`config.mk`:
```
export PLATFORM = sky130hd
export DESIGN_NAME = midi_uart_tx
export DESIGN_NICKNAME = d
export VERILOG_FILES = /design/src/rtl/midi_uart_tx.sv
export SDC_FILE = /design/constraint.sdc
export NUM_CORES = 1
export LEC_CHECK = 0
export ABC_AREA = 1
export ABC_CLOCK_PERIOD_IN_PS = 7750
export CAP_MARGIN = 10
export CORE_MARGIN = 4
export CORE_UTILIZATION = 30
export CTS_BUF_LIST = sky130_fd_sc_hd__clkbuf_16
export DETAILED_ROUTE_END_ITERATION = 7
export GPL_TIMING_DRIVEN = 1
export SYNTH_ARGS = -nofsm -noshare
export SYNTH_HDL_FRONTEND = slang
export SYNTH_SLANG_ARGS = --single-unit
export TNS_END_PERCENT = 30
```
`constraint.sdc`:
```
create_clock -name clk32 -period 7.75 [get_ports clk32]
set_clock_uncertainty 0.1 [all_clocks]
set_input_delay 1.9375 -clock clk32 [delete_from_list [all_inputs] [get_ports clk32]]
set_output_delay 1.9375 -clock clk32 [all_outputs]
set_load 0.01 [all_outputs]
```
`src/rtl/midi_uart_tx.sv`:
```
// rtl/midi_uart_tx.sv - MIDI OUT 8N1 serial transmitter with byte FIFO
// Optional enqueue-side running-status filter: define MIDI_RUNNING_STATUS_EN
module midi_uart_tx #(
    parameter int CLK_DIV = 1024,
    parameter int FIFO_AW = 2
) (
    input  logic             clk32,
    input  logic             rst_n,
    input  logic             wr,
    input  logic [7:0]       din,
    input  logic             clr_ovf,
    output logic             txd,
    output logic             busy,
    output logic             full,
    output logic             empty,
    output logic             ovf,
    output logic [FIFO_AW:0] level
);

    localparam int DEPTH = 2 ** FIFO_AW;
    localparam int CW    = (CLK_DIV > 1) ? $clog2(CLK_DIV) : 1;
    localparam logic [CW-1:0]    CNT_LAST = CW'(CLK_DIV - 1);
    localparam logic [FIFO_AW:0] LVL_FULL = (FIFO_AW + 1)'(DEPTH);

    typedef enum logic [1:0] {
        S_IDLE  = 2'd0,
        S_START = 2'd1,
        S_DATA  = 2'd2,
        S_STOP  = 2'd3
    } state_t;

    state_t             r_state;
    state_t             w_state_nxt;
    logic [CW-1:0]      r_cnt;
    logic [CW-1:0]      w_cnt_nxt;
    logic [2:0]         r_bit;
    logic [2:0]         w_bit_nxt;
    logic [7:0]         r_shift;
    logic [7:0]         w_shift_nxt;
    logic               r_txd;
    logic               w_line;
    logic               w_cnt_end;

    logic [7:0]         r_mem [DEPTH];
    logic [FIFO_AW-1:0] r_wr_ptr;
    logic [FIFO_AW-1:0] r_rd_ptr;
    logic [FIFO_AW:0]   r_level;
    logic [FIFO_AW:0]   w_level_nxt;
    logic               r_full;
    logic               r_empty;
    logic               r_ovf;
    logic               w_pop;
    logic               w_want;
    logic               w_push;
    logic               w_drop;
    logic               w_filtered;
    logic [7:0]         w_head;

`ifdef MIDI_RUNNING_STATUS_EN
    logic [7:0] r_last_status;
    logic       w_is_chan;
    logic       w_is_common;

    // Channel status 0x80..0xEF repeats are redundant on the wire; sysex/common resets the context.
    assign w_is_chan   = din[7] & (din[6:4] != 3'b111);
    assign w_is_common = (din[7:3] == 5'b11110);
    assign w_filtered  = w_is_chan & (din == r_last_status);

    always_ff @(posedge clk32 or negedge rst_n) begin
        if (!rst_n) begin
            r_last_status <= 8'h00;
        end else if (w_push && w_is_chan) begin
            r_last_status <= din;
        end else if ((w_push && w_is_common) || clr_ovf) begin
            r_last_status <= 8'h00;
        end
    end
`else
    assign w_filtered = 1'b0;
`endif

    assign w_want      = wr & ~w_filtered;
    assign w_push      = w_want & (~r_full | w_pop);
    assign w_drop      = w_want & r_full & ~w_pop;
    assign w_head      = r_mem[r_rd_ptr];
    assign w_level_nxt = r_level + (FIFO_AW + 1)'(w_push) - (FIFO_AW + 1)'(w_pop);
    assign w_cnt_end   = (r_cnt == CNT_LAST);

    always_ff @(posedge clk32) begin
        if (w_push) begin
            r_mem[r_wr_ptr] <= din;
        end
    end

    always_ff @(posedge clk32 or negedge rst_n) begin
        if (!rst_n) begin
            r_wr_ptr <= '0;
            r_rd_ptr <= '0;
            r_level  <= '0;
            r_full   <= 1'b0;
            r_empty  <= 1'b1;
            r_ovf    <= 1'b0;
        end else begin
            if (w_push) begin
                r_wr_ptr <= r_wr_ptr + 1'b1;
            end
            if (w_pop) begin
                r_rd_ptr <= r_rd_ptr + 1'b1;
            end
            r_level <= w_level_nxt;
            r_full  <= (w_level_nxt == LVL_FULL);
            r_empty <= (w_level_nxt == '0);
            // A fresh overflow beats a simultaneous clear so no drop goes unreported.
            if (w_drop) begin
                r_ovf <= 1'b1;
            end else if (clr_ovf) begin
                r_ovf <= 1'b0;
            end
        end
    end

    always_ff @(posedge clk32 or negedge rst_n) begin
        if (!rst_n) begin
            r_state <= S_IDLE;
            r_cnt   <= '0;
            r_bit   <= '0;
            r_shift <= '0;
            r_txd   <= 1'b1;
        end else begin
            r_state <= w_state_nxt;
            r_cnt   <= w_cnt_nxt;
            r_bit   <= w_bit_nxt;
            r_shift <= w_shift_nxt;
            r_txd   <= w_line;
        end
    end

    always_comb begin
        w_state_nxt = r_state;
        w_cnt_nxt   = r_cnt;
        w_bit_nxt   = r_bit;
        w_shift_nxt = r_shift;
        w_pop       = 1'b0;
        w_line      = 1'b1;
        case (r_state)
            S_IDLE: begin
                w_cnt_nxt = '0;
                w_bit_nxt = '0;
                if (!r_empty) begin
                    w_pop       = 1'b1;
                    w_shift_nxt = w_head;
                    w_state_nxt = S_START;
                end
            end
            S_START: begin
                w_line    = 1'b0;
                w_cnt_nxt = w_cnt_end ? '0 : r_cnt + 1'b1;
                if (w_cnt_end) begin
                    w_bit_nxt   = '0;
                    w_state_nxt = S_DATA;
                end
            end
            S_DATA: begin
                w_line    = r_shift[0];
                w_cnt_nxt = w_cnt_end ? '0 : r_cnt + 1'b1;
                if (w_cnt_end) begin
                    w_shift_nxt = {1'b0, r_shift[7:1]};
                    if (r_bit == 3'd7) begin
                        w_state_nxt = S_STOP;
                    end else begin
                        w_bit_nxt = r_bit + 3'd1;
                    end
                end
            end
            S_STOP: begin
                w_line    = 1'b1;
                w_cnt_nxt = w_cnt_end ? '0 : r_cnt + 1'b1;
                // Chain straight into the next start bit so queued bytes leave with no idle gap.
                if (w_cnt_end) begin
                    if (!r_empty) begin
                        w_pop       = 1'b1;
                        w_shift_nxt = w_head;
                        w_state_nxt = S_START;
                    end else begin
                        w_state_nxt = S_IDLE;
                    end
                end
            end
            default: begin
                w_state_nxt = S_IDLE;
            end
        endcase
    end

    assign txd   = r_txd;
    assign busy  = (r_state != S_IDLE) | ~r_empty;
    assign full  = r_full;
    assign empty = r_empty;
    assign ovf   = r_ovf;
    assign level = r_level;

endmodule

```
==> impl_metrics.ini, run 1 <==
[worst_hold_path]
hold_class = register to register
min_from = r_shift[6]
hold_end = r_shift[6]
whs_path_depth = 2

[finish]
stdcell_count = 440
nNetsFinal = 330
antenna_cells = 0
n_fill_cell = 966
stdcell_area_um2 = 3640
drive_gt1_frac = 0.0977
syn_to_final_growth_pct = 21.7
final_common_cell = nand2_1
final_cell_mix = nand2_1 (42), nor2_1 (35), dfrtp_1 (32), edfxtp_1 (32), o21ai_0 (24)
final_core_util = 0.374

[global_routing]
antenna_found_initial = 0
grt_pass1_wl_mm = 9.38
grt_use_total = 0.105
grt_pass1_vias = 1916
grt_overflow_total = 0
grt_max_degree = 35

[worst_setup_path]
arrival_ns = 4.08
crit_fanout = 7
ff2ff_path_depth = 15
cp-start-kind = input port
slowest_delay_ns = 0.53
critical_path.cell_chain = clkdlybuf4s50_1 -> nand2_2 -> ha_1 -> inv_1 -> ha_1 -> fa_1 -> xnor2_1 -> xor2_1 -> nor3b_1
crit_path_frequent_cell = ha_1
end_kind = register
cp_top_family = adder cells
crit_buf_inv = 2
required_ns = 7.89
worst-r2r-setup-slack_ns = 4.60
r2r-start = r_state[0]
r2r_end = full
cp_slowest_cell = clkdlybuf4s50_1
criticalPathCategory = input port to register

[route]
drt-pass1-iter-count = 4
antenna_violating_nets_post_route = 0
post-route-drc-count = 0
wl_mm = 5.46
num_vias = 1923
routedWlPerCell_um = 12.4
drt_iter0_markers = 64
vias_per_cell = 4.37

[place]
dpl_cell_area_um2 = 3320
dp_slack_ns = 3.43
place_inst = 424
dp.final_hpwl_mm = 3.57
port_buffers = 19
gp_congestion = 0.754

[sta]
max_freq_mhz = 254
setup_violations = 0
finalMaxSlewViolations = 0
worst_slack_ns = 3.81
rsz0062_at_grt = no
final.period_utilization = 0.508
max_slew_margin = 0.467
min_period_ns = 3.94
hold_viol_final = 0
worst_pin_slew_ns = 0.797
worst_hold_slack_ns = 0.384
tns_ns = 0

[pwr]
powerDensity_nw_per_um2 = 277
ir_worst_vdd_mv = 0.125
power.leakage_nw = 1.50
p_total_mw = 1.01

[floorplanning]
die_y_um = 108
core_area_um2 = 9730
placementRows = 36
start_util = 0.308
chipWidth_um = 108
die_area_um2 = 11600
io_pins = 20

[status]
status = complete, no violations

[clock_tree]
insertion_delay_ns = 0.33
cts-buffers-inserted = 9
htree_num_levels = 3
ctsLongestPathBuffers = 2
cts_hold_buf = 0
clkTransAtPathRegs_ns = 0.05
clockRootBuffer = clkbuf_16
cts_resized = 0
tritoncts = yes
clock-sinks = 66
post_cts_buffers = 0

[synthesis]
avgSynthCellArea_um2 = 10.8
yosysWarnings = 0
syn_inst = 277
ys_ff_latch = 66
synth_area_um2 = 2990
yosysSeqAreaShare = 0.606
syn-num-nets = 305
synth_cell_types = 34

[run]
max_cap_viol_count = 0
==> sequential cells by signal, indices dropped and copies added, names as in the netlist <==
register / flops
r_mem: 32
r_cnt: 10
r_shift: 8
level: 3
r_bit: 3
r_rd_ptr: 2
r_state: 2
r_wr_ptr: 2
empty: 1
full: 1
ovf: 1
txd: 1
==> cell families (layout without fill, tap and decap cells) <==
logic type,count (synthesis),count (layout),share of synthesized area
AOI/OAI and AO/OA,54,54,0.107
xor gates and xnor gates,7,7,0.0205
and+or+nand+nor,103,103,0.154
adders and majority gates,16,16,0.0694
buffers and inverters,31,61,0.0426
DFF,66,66,0.606
==> Yosys cell counts <==
master,count,area (um^2)
buf_2,3,15.0
xnor2_1,2,17.5
edfxtp_1,32,961
nand3_1,11,55.1
o21ai_0,24,120
nor2_4,1,11.3
nand2_2,2,12.5
nand2_1,42,158
nand3_4,1,17.5
clkbuf_1,2,7.51
o21a_1,1,7.51
o21ai_1,6,30.0
nor2_1,35,131
a21oi_1,5,25.0
o21bai_1,7,52.6
nor3b_1,4,30.0
inv_2,2,7.51
o21ai_4,1,16.3
nand4_1,1,6.26
o22ai_1,7,43.8
or2_2,1,6.26
fa_1,1,20.0
dfrtp_1,32,801
dfstp_2,2,52.6
xor2_1,5,43.8
nand2_4,1,11.3
nor3_1,2,10.0
o21ai_2,2,17.5
and3_1,1,6.26
inv_1,23,86.3
buf_6,1,11.3
a211oi_1,1,7.51
ha_1,15,188
nor2_2,1,6.26
==> layout make-up <==
cell class / count / area, um^2 / share of cell area
inverter: 25 / 93.8 / 0.0258
timing repair buffer: 20 / 198 / 0.0543
sequential: 66 / 1810 / 0.498
clock inverter: 7 / 92.6 / 0.0254
tap: 133 / 166 / 0.0457
clock buffer: 9 / 225 / 0.0619
multi-input combinational: 180 / 1050 / 0.289
==> worst register-to-register path, delay by kind of cell, from the launching register on <==
| kind | cells | cell delay, ns |
|---|---|---|
| xor gates and xnor gates | 2 | 0.39 |
| adders and majority gates | 4 | 1.12 |
| buffers and inverters | 2 | 0.09 |
| DFF | 1 | 0.45 |
| and+or+nand+nor | 7 | 0.91 |
==> how the worst max path moves through the flow <==
stage / end / depth (start not counted) / start / slack, ns
global route: full / 9 / wr / 3.64
global placement: full / 9 / wr / 3.52
finish: full / 9 / wr / 3.81
detailed placement: full / 9 / wr / 3.43
CTS: full / 9 / wr / 3.80
floorplan: full / 8 / wr / 4.16
==> power breakdown <==
group          internal [mW]  total [mW]  leakage, nW  switching (mW)
clock                  0.281       0.430        0.149           0.150
sequential             0.420       0.441        0.711          0.0207
combinational         0.0606       0.138        0.638          0.0773
total                  0.761        1.01         1.50           0.248
==> metal layers <==
layer | global-route usage | up-vias | wire length [um]
li1 | - | 984 | -
met1 | 0.135 | 894 | 2570
met2 | 0.157 | 38 | 2530
met3 | 0.0414 | 7 | 276
met4 | 0.0406 | 0 | 74
met5 | 0 | - | 0
(Power assumes the default switching activity.)
==> inputs of run 2 (changes only) <==
--- a/config.mk
+++ b/config.mk
@@ -6,7 +6,7 @@
 export NUM_CORES = 1
 export LEC_CHECK = 0
 export ABC_AREA = 1
-export ABC_CLOCK_PERIOD_IN_PS = 7750
+export ABC_CLOCK_PERIOD_IN_PS = 3400
 export CAP_MARGIN = 10
 export CORE_MARGIN = 4
 export CORE_UTILIZATION = 30
==> constraint.sdc (replaced) <==
create_clock -name clk32 -period 3.4 [get_ports clk32]
set_clock_uncertainty 0.1 [all_clocks]
set_input_delay 0.85 -clock clk32 [delete_from_list [all_inputs] [get_ports clk32]]
set_output_delay 0.85 -clock clk32 [all_outputs]
set_load 0.01 [all_outputs]
==> run 2 against run 1 <==
Net effect:
- combinational power rose by 140%
- sequential share of layout area fell by 0.32 points
- cell count rose by 0.91%
- flip-flop and latch count did not move
- global-route usage fell by 0.085 points
- critical path type is now register to register
- utilization rose by 0.24 points
- total power rose by 130%
- final area rose by 0.65%
- clock power rose by 120%
==> impl_metrics.ini, run 2 (synthesis gave the netlist of run 1 again) <==
[clock_tree]
cts-buffers-inserted = 9
insertion_delay_ns = 0.32
htree_num_levels = 3
cts_resized = 0
clockRootBuffer = clkbuf_16
tritoncts = yes
ctsLongestPathBuffers = 2
clock-sinks = 66
clkTransAtPathRegs_ns = 0.05
cts_hold_buf = 0
post_cts_buffers = 0

[pwr]
power.leakage_nw = 1.53
p_seq_frac = 0.437
clkPwrFrac = 0.419
p_int_mw = 1.74
ir_worst_vdd_mv = 0.231
combPwrFrac = 0.144
powerDensity_nw_per_um2 = 626
p_sw_frac = 0.241
switchingPower_mw = 0.552

[finish]
nNetsFinal = 334
final_cell_mix = nand2_1 (42), nor2_1 (35), dfrtp_1 (32), edfxtp_1 (32), inv_1 (25)
regMostFlops = r_mem
largest_reg_flops = 32
n_fill_cell = 1005
antenna_cells = 0
top_regs = r_mem: 32 flops, r_cnt: 10 flops, r_shift: 8 flops
drive_gt1_frac = 0.106
syn_to_final_growth_pct = 22.4
final_common_cell = nand2_1

[worst_hold_path]
hold_class = register to register
min_from = r_shift[7]

[sta]
setup_violations = 0
worst_slack_ns = 0.313
max_freq_mhz = 324
min_period_ns = 3.09
hold_viol_final = 0
tns_ns = 0
final.period_utilization = 0.908
worst_pin_slew_ns = 0.647
finalMaxSlewViolations = 0
rsz0062_at_grt = no
max_slew_margin = 0.569

[run]
max_cap_viol_count = 0

[floorplanning]
placementRows = 36
die_area_um2 = 11600
start_util = 0.308
io_pins = 20
core_area_um2 = 9730
die_y_um = 108
chipWidth_um = 108

[global_routing]
use_met3 = 0.0300
grt_overflow_total = 0
grt_util_met2 = 0.160
grt_max_degree = 35
busiest_layer = met2
grt_use_met1 = 0.134
antenna_found_initial = 0
grt_use_total = 0.104
grt_pass1_wl_mm = 9.35
grt_pass1_vias = 1888

[worst_setup_path]
required_ns = 3.54
cp-start-kind = register
worst-r2r-setup-slack_ns = 0.31
crit_fanout = 7
r2r-start = r_state[0]
criticalPathCategory = register to register
end_kind = register
arrival_ns = 3.23
startpoint = r_state[0]

[route]
routedWlPerCell_um = 12.3
wl_mm = 5.47
vias_per_cell = 4.38
num_vias = 1945
post-route-drc-count = 0
antenna_violating_nets_post_route = 0
drt-pass1-iter-count = 4
drt_iter0_markers = 76

[place]
dp.final_hpwl_mm = 3.69
dp_slack_ns = 0.179
gp_congestion = 0.719
port_buffers = 19

[status]
status = complete, no violations
[run 2: cell types whose count changed in the layout (fill, tap and decap cells not counted), sizes merged]
cell	change
clkinvlp	-2
inv	+1
clkinv	+1
buf	+4
[run 2: worst max-delay path, cell delays in order, from the launching register on]
cell,delay [ns]
dfrtp_1,0.45
ha_1,0.24
inv_1,0.06
nor2_1,0.12
nand4_1,0.11
nand2_1,0.08
nand2_1,0.12
nand2_1,0.14
nand2_2,0.11
ha_1,0.29
inv_1,0.04
ha_1,0.18
fa_1,0.38
xnor2_1,0.17
xor2_1,0.22
nor3b_1,0.19
[run 2: stage by stage]
step	std cells	hold WS [ns]	cell area [um^2]	util	power (mW)
detailed placement	428	0.371	3350	0.345	1.36
global placement	428	0.366	3350	0.345	1.35
finish	444	0.387	3660	0.377	2.29
floorplan	277	0.355	2990	-	1.20
global route	444	0.410	3660	0.377	2.41
CTS	444	0.386	3660	0.377	2.33
[run 2: per-layer routing]
metal / routed length [um] / vias up
met5: 0 / -
met4: 75 / 0
met3: 263 / 5
met2: 2560 / 26
met1: 2580 / 921
li1: - / 993
[run 2: cell type report]
class | count | area, um^2 | share of cell area
Clock buffer | 9 | 225 | 0.0615
Tap cell | 133 | 166 | 0.0454
Multi-Input combinational cell | 180 | 1050 | 0.287
Timing Repair Buffer | 24 | 228 | 0.0621
Clock inverter | 7 | 86.3 | 0.0236
Inverter | 25 | 93.8 | 0.0256
Sequential cell | 66 | 1810 | 0.495
[run 2: final timing paths]
kind	endpoint	cells after the start
setup / recovery	full	15
hold reg to reg	r_shift[7]	2
hold / removal	r_shift[7]	2
min in group asynchronous	r_cnt[8]	2
setup reg to reg	full	15
max in group asynchronous	txd	2
[run 2: power groups by stage]
stage | Clock [mW] | Combinational (mW) | Sequential, mW
after floorplan | 0 | 0.177 | 1.02
after global placement | 0 | 0.333 | 1.02
after detailed placement | 0 | 0.341 | 1.02
after CTS | 0.982 | 0.340 | 1.00
after global routing | 1.02 | 0.373 | 1.01
final | 0.961 | 0.329 | 1.00
